## src/rtl/sym_vn_lut_loader.sv

```systemverilog
// Streams DEPTH entry pairs into two LUT banks, one page per accepted beat, with abort and done pulse.
// Optional running XOR checksum of accepted data is enabled by defining SYM_VN_LOADER_CHECKSUM_EN.
module sym_vn_lut_loader #(
    parameter  int QUAN_SIZE       = 3,
    parameter  int ENTRY_ADDR      = 5,
    parameter  int MULTI_FRAME_NUM = 2,
    localparam int PAGE_W          = ENTRY_ADDR - $clog2(MULTI_FRAME_NUM),
    localparam int DEPTH           = 2 ** PAGE_W
) (
    input  logic                   write_clk,
    input  logic                   rstn,
    input  logic                   start,
    input  logic                   start_offset,
    input  logic                   abort,
    input  logic [2*QUAN_SIZE-1:0] in_data,
    input  logic                   in_valid,
    output logic                   in_ready,
    output logic [QUAN_SIZE-1:0]   lut_in_bank0,
    output logic [QUAN_SIZE-1:0]   lut_in_bank1,
    output logic [PAGE_W-1:0]      page_write_addr,
    output logic                   write_addr_offset,
    output logic                   we,
    output logic                   busy,
    output logic                   load_done,
    output logic [2*QUAN_SIZE-1:0] checksum
);

    typedef enum logic [1:0] {
        IDLE,
        LOAD,
        DONE
    } state_t;

    localparam logic [PAGE_W:0] LAST_CNT = (PAGE_W + 1)'(DEPTH - 1);

    state_t                 state_q;
    logic [PAGE_W:0]        cnt_q;
    logic [PAGE_W:0]        cnt_d;
    logic [QUAN_SIZE-1:0]   bank0_q;
    logic [QUAN_SIZE-1:0]   bank1_q;
    logic [PAGE_W-1:0]      addr_q;
    logic                   offset_q;
    logic                   we_q;
    logic                   done_q;
    logic                   accept;
    logic                   start_ok;

    // Abort outranks a simultaneous beat, so a beat only lands when abort is low.
    assign accept   = (state_q == LOAD) && in_valid && !abort;
    assign start_ok = (state_q == IDLE) && start;
    assign cnt_d    = cnt_q + 1'b1;

    always_ff @(posedge write_clk) begin
        if (!rstn) begin
            state_q  <= IDLE;
            cnt_q    <= '0;
            bank0_q  <= '0;
            bank1_q  <= '0;
            addr_q   <= '0;
            offset_q <= 1'b0;
            we_q     <= 1'b0;
            done_q   <= 1'b0;
        end else begin
            we_q   <= 1'b0;
            done_q <= 1'b0;
            case (state_q)
                IDLE: begin
                    if (start_ok) begin
                        state_q  <= LOAD;
                        cnt_q    <= '0;
                        offset_q <= start_offset;
                    end
                end
                LOAD: begin
                    if (abort) begin
                        state_q <= IDLE;
                    end else if (accept) begin
                        bank0_q <= in_data[QUAN_SIZE-1:0];
                        bank1_q <= in_data[2*QUAN_SIZE-1:QUAN_SIZE];
                        addr_q  <= cnt_q[PAGE_W-1:0];
                        we_q    <= 1'b1;
                        cnt_q   <= cnt_d;
                        if (cnt_q == LAST_CNT) begin
                            state_q <= DONE;
                        end
                    end
                end
                DONE: begin
                    state_q <= IDLE;
                    done_q  <= 1'b1;
                end
                default: begin
                    state_q <= IDLE;
                end
            endcase
        end
    end

`ifdef SYM_VN_LOADER_CHECKSUM_EN
    logic [2*QUAN_SIZE-1:0] chk_q;

    always_ff @(posedge write_clk) begin
        if (!rstn) begin
            chk_q <= '0;
        end else if (start_ok) begin
            chk_q <= '0;
        end else if (accept) begin
            chk_q <= chk_q ^ in_data;
        end
    end

    assign checksum = chk_q;
`else
    assign checksum = '0;
`endif

    assign in_ready          = (state_q == LOAD);
    assign busy              = (state_q == LOAD) || (state_q == DONE);
    assign lut_in_bank0      = bank0_q;
    assign lut_in_bank1      = bank1_q;
    assign page_write_addr   = addr_q;
    assign write_addr_offset = offset_q;
    assign we                = we_q;
    assign load_done         = done_q;

endmodule

```

## config.mk

```make
export PLATFORM = sky130hd
export DESIGN_NAME = sym_vn_lut_loader
export DESIGN_NICKNAME = d
export VERILOG_FILES = /design/src/rtl/sym_vn_lut_loader.sv
export SDC_FILE = /design/constraint.sdc
export NUM_CORES = 1
export LEC_CHECK = 0
export CAP_MARGIN = 10
export CORE_MARGIN = 4
export CORE_UTILIZATION = 40
export CTS_CLUSTER_SIZE = 40
export DETAILED_ROUTE_END_ITERATION = 16
export GPL_ROUTABILITY_DRIVEN = 1
export PLACE_DENSITY = 0.77
export SYNTH_ARGS = -nofsm -noshare
export SYNTH_HDL_FRONTEND = slang
export SYNTH_SLANG_ARGS = --single-unit
```

## constraint.sdc

```tcl
create_clock -name write_clk -period 1.68 [get_ports write_clk]
set_input_delay 0.336 -clock write_clk [delete_from_list [all_inputs] [get_ports write_clk]]
set_output_delay 0.336 -clock write_clk [all_outputs]
set_load 0.01 [all_outputs]
```

==> metrics.md <==
| Metric | Value |
|---|---|
| Status | `complete, no violations` |
| Type of origin of the critical path | `register` |
| Worst reg2reg setup slack | `0.11 ns` |
| Worst-Skew Late Latency | `0.30 ns` |
| Fin crit share | `0.9412` |
| Cts bufs inserted | `3` |
| Clk_skew | `0.002234 ns` |
| Reg-to-Reg End | `cnt_q[3]` |
| CTS tree | `built` |
| Post-synth EDFFs | `0` |
| DIE WIDTH | `58.43 µm` |
| Post-Layout Cell Count | `178` |
| RePlAce Congestion | `0.7453` |
| Critical Path Max Stage Delay | `0.37 ns` |
| CTS sink count | `20` |
| Crit path launch | `state_q[0]` |
| Top_reg_cell synth | `dfxtp_1` |
| WL per Instance | `12.63 µm` |
| Worst Hold End | `page_write_addr[0]` |
| WHS Path Cells | `2` |
| PwrDens | `814.6 mW/mm²` |
| Post-detail-place hpwl | `1.770 mm` |
| R2R depth | `5` |
| Initial antenna violation count | `0` |
| Chip Height | `58.43 µm` |
| Detailed Routing Iterations Pass 1 | `4` |
| Inserted Diodes | `0` |
| Max FO, Critical Path | `4` |
| Leakage power | `0.5449 nW` |
| CP Data Required Time | `1.34 ns` |
| CP Capture Type | `output pin` |
| Vias | `891` |
| Synthesized flop and latch total | `20` |
| Clk root buf | `clkbuf_4` |
| Commonest non-fill, non-tap cell in the layout | `nand2_1` |
| IO Pins | `33` |
| Critical path arrival | `1.25 ns` |
| Commonest cells after routing, fill and taps aside | `27 x nand2_1, 24 x clkdlybuf4s50_1, 18 x dfxtp_1` |
| Min-Delay Startpoint | `page_write_addr[0]` |
| Slowest CP cell | `dfxtp_2` |
| Max-cap violations | `0` |
| Post-CTS Setup Bufs | `0` |
| RSZ-0062 raised after global routing | `false` |
| Count of cell types in the netlist | `35` |
| Sequential element share of the synthesized area | `0.3936` |
| Mean Syn Cell Area | `8.694 µm²` |
| Global-route congestion overflow total | `0` |
| Share of flip-flops with an asynchronous set or reset | `0` |
| Largest net degree at the start of global routing | `16` |
| Aggregate routed wire length | `2.248 mm` |
| VDD IR max | `536.4 µV` |
| Final Hold Viols | `0` |
| Number of global-route vias before repair | `841` |
| Hold Path Class | `register to register` |
| Fin crit period | `1.581 ns` |
| RR Startpoint | `state_q[1]` |
| CTS Hold Bufs | `0` |
| Final nets | `167` |
| Setup CP Type | `register to output pin` |
| DRT iter0 DRCs | `19` |
| Gate Count Post-Synth | `117` |
| Mapped Area | `0.001017 mm²` |
| Layout area overhead | `35.42%` |
| Layout cells sized above 1 | `0.1216` |
| Via/cell ratio | `5.006` |
| Worst slack at placement | `-0.03261 ns` |
| Max frequency | `632.5 MHz` |
| Max-slew violation count | `0` |
| CTS max path bufs | `2` |
| Crit path cell chain | `inv_1 > ha_1 > clkdlybuf4s15_1` |
| CORE AREA | `0.002455 mm²` |
| Port Buf Inserts | `26` |
| Row count | `18` |
| Post-route DRC violation count | `0` |
| Starting density of the core | `0.4144` |
| CTS clock-pin slew for the worst setup and hold paths | `0.12 ns` |
| Total Routing Usage GR | `0.1410` |
| # H-tree levels | `1` |
| Final ANT Viol Nets | `0` |
| Final setup margin | `0.09885 ns` |
| Syn. warnings | `0` |
| First-pass GRT wire length | `3.732 mm` |
| Filler cell count | `222` |
| Final setup viols | `0` |
| Design Power | `1.122 mW` |
| Die area | `0.003414 mm²` |
| DP Cell Count | `174` |
==> critical path: cells and delay by family, from the launching register on <==
family | cells | cell delay [ns]
buffers and inverters | 2 | 0.29
DFF | 1 | 0.37
adders and majority gates | 1 | 0.28
==> where the power goes <==
group          switching, mW  internal [mW]  leakage (nW)
clock network          0.158          0.241        0.0279
registers            0.00993          0.489         0.162
logic                  0.118          0.107         0.355
total                  0.286          0.836         0.545
==> cells by family after synthesis <==
kind of cell | synth area share
adders and majority gates | 0.07380
buffers and inverters | 0.1082
AOI/OAI and AO/OA | 0.1956
DFF | 0.3936
other | 0.003686
and+or+nand+nor | 0.2251
==> cell usage after synthesis (all sizes together), types with 2 or more instances <==
master,n,share of area
ha,6,0.074
inv,7,0.026
nand3,5,0.025
a211oi,2,0.020
buf,10,0.079
a21oi,12,0.059
nor2b,2,0.012
a31oi,2,0.012
a221oi,2,0.017
o2111ai,2,0.017
nand2,27,0.10
dfxtp,20,0.39
==> registers in the layout (all words and copies together), names as in the netlist <==
name,count
cnt_q,5
page_write_addr,4
lut_in_bank0,3
lut_in_bank1,3
state_q,2
load_done,1
we,1
write_addr_offset,1
==> stage by stage <==
step                        util  instance area [µm²]   TNS, ns  hold WS [ns]
after floorplan                -                 1036         0        0.4127
after global placement    0.5357                 1315         0        0.4441
after detailed placement  0.5357                 1315  -0.03261        0.4509
after CTS                 0.5571                 1368         0        0.4685
after global routing      0.5612                 1378         0        0.4893
final                     0.5612                 1378         0        0.4639
==> layer usage <==
metal,wire length [µm],global-route usage
met1,955,0.1640
met2,1143,0.2329
met3,79,0.03070
met4,69,0.08940
met5,0,0
==> cell type report <==
cell class              count  area [µm²]  area share
clock buffers               3       22.52     0.01635
clock inverters             1       30.03     0.02180
inverters                   7       26.28     0.01907
multi-input cells          84       530.5      0.3851
flip-flops and latches     20       402.9      0.2925
well taps                  30       37.54     0.02725
repair buffers             33       327.8      0.2380
==> worst max-delay path by stage <==
stage,to,slack [ns],depth (start not counted)
after floorplan,cnt_q[0],0.26,6
after global placement,cnt_q[0],0.09,4
after detailed placement,cnt_q[0],-0.03,4
after CTS,busy,0.04,3
after global routing,cnt_q[0],0.005,6
final,busy,0.1,3
==> what timing repair did <==
item | 4_1_cts | 5_1_grt
setup endpoints to repair | 2 | 2
pin swaps | 0 | 1
resized for setup | 4 | 3
Power figures use the tool's default switching activity.
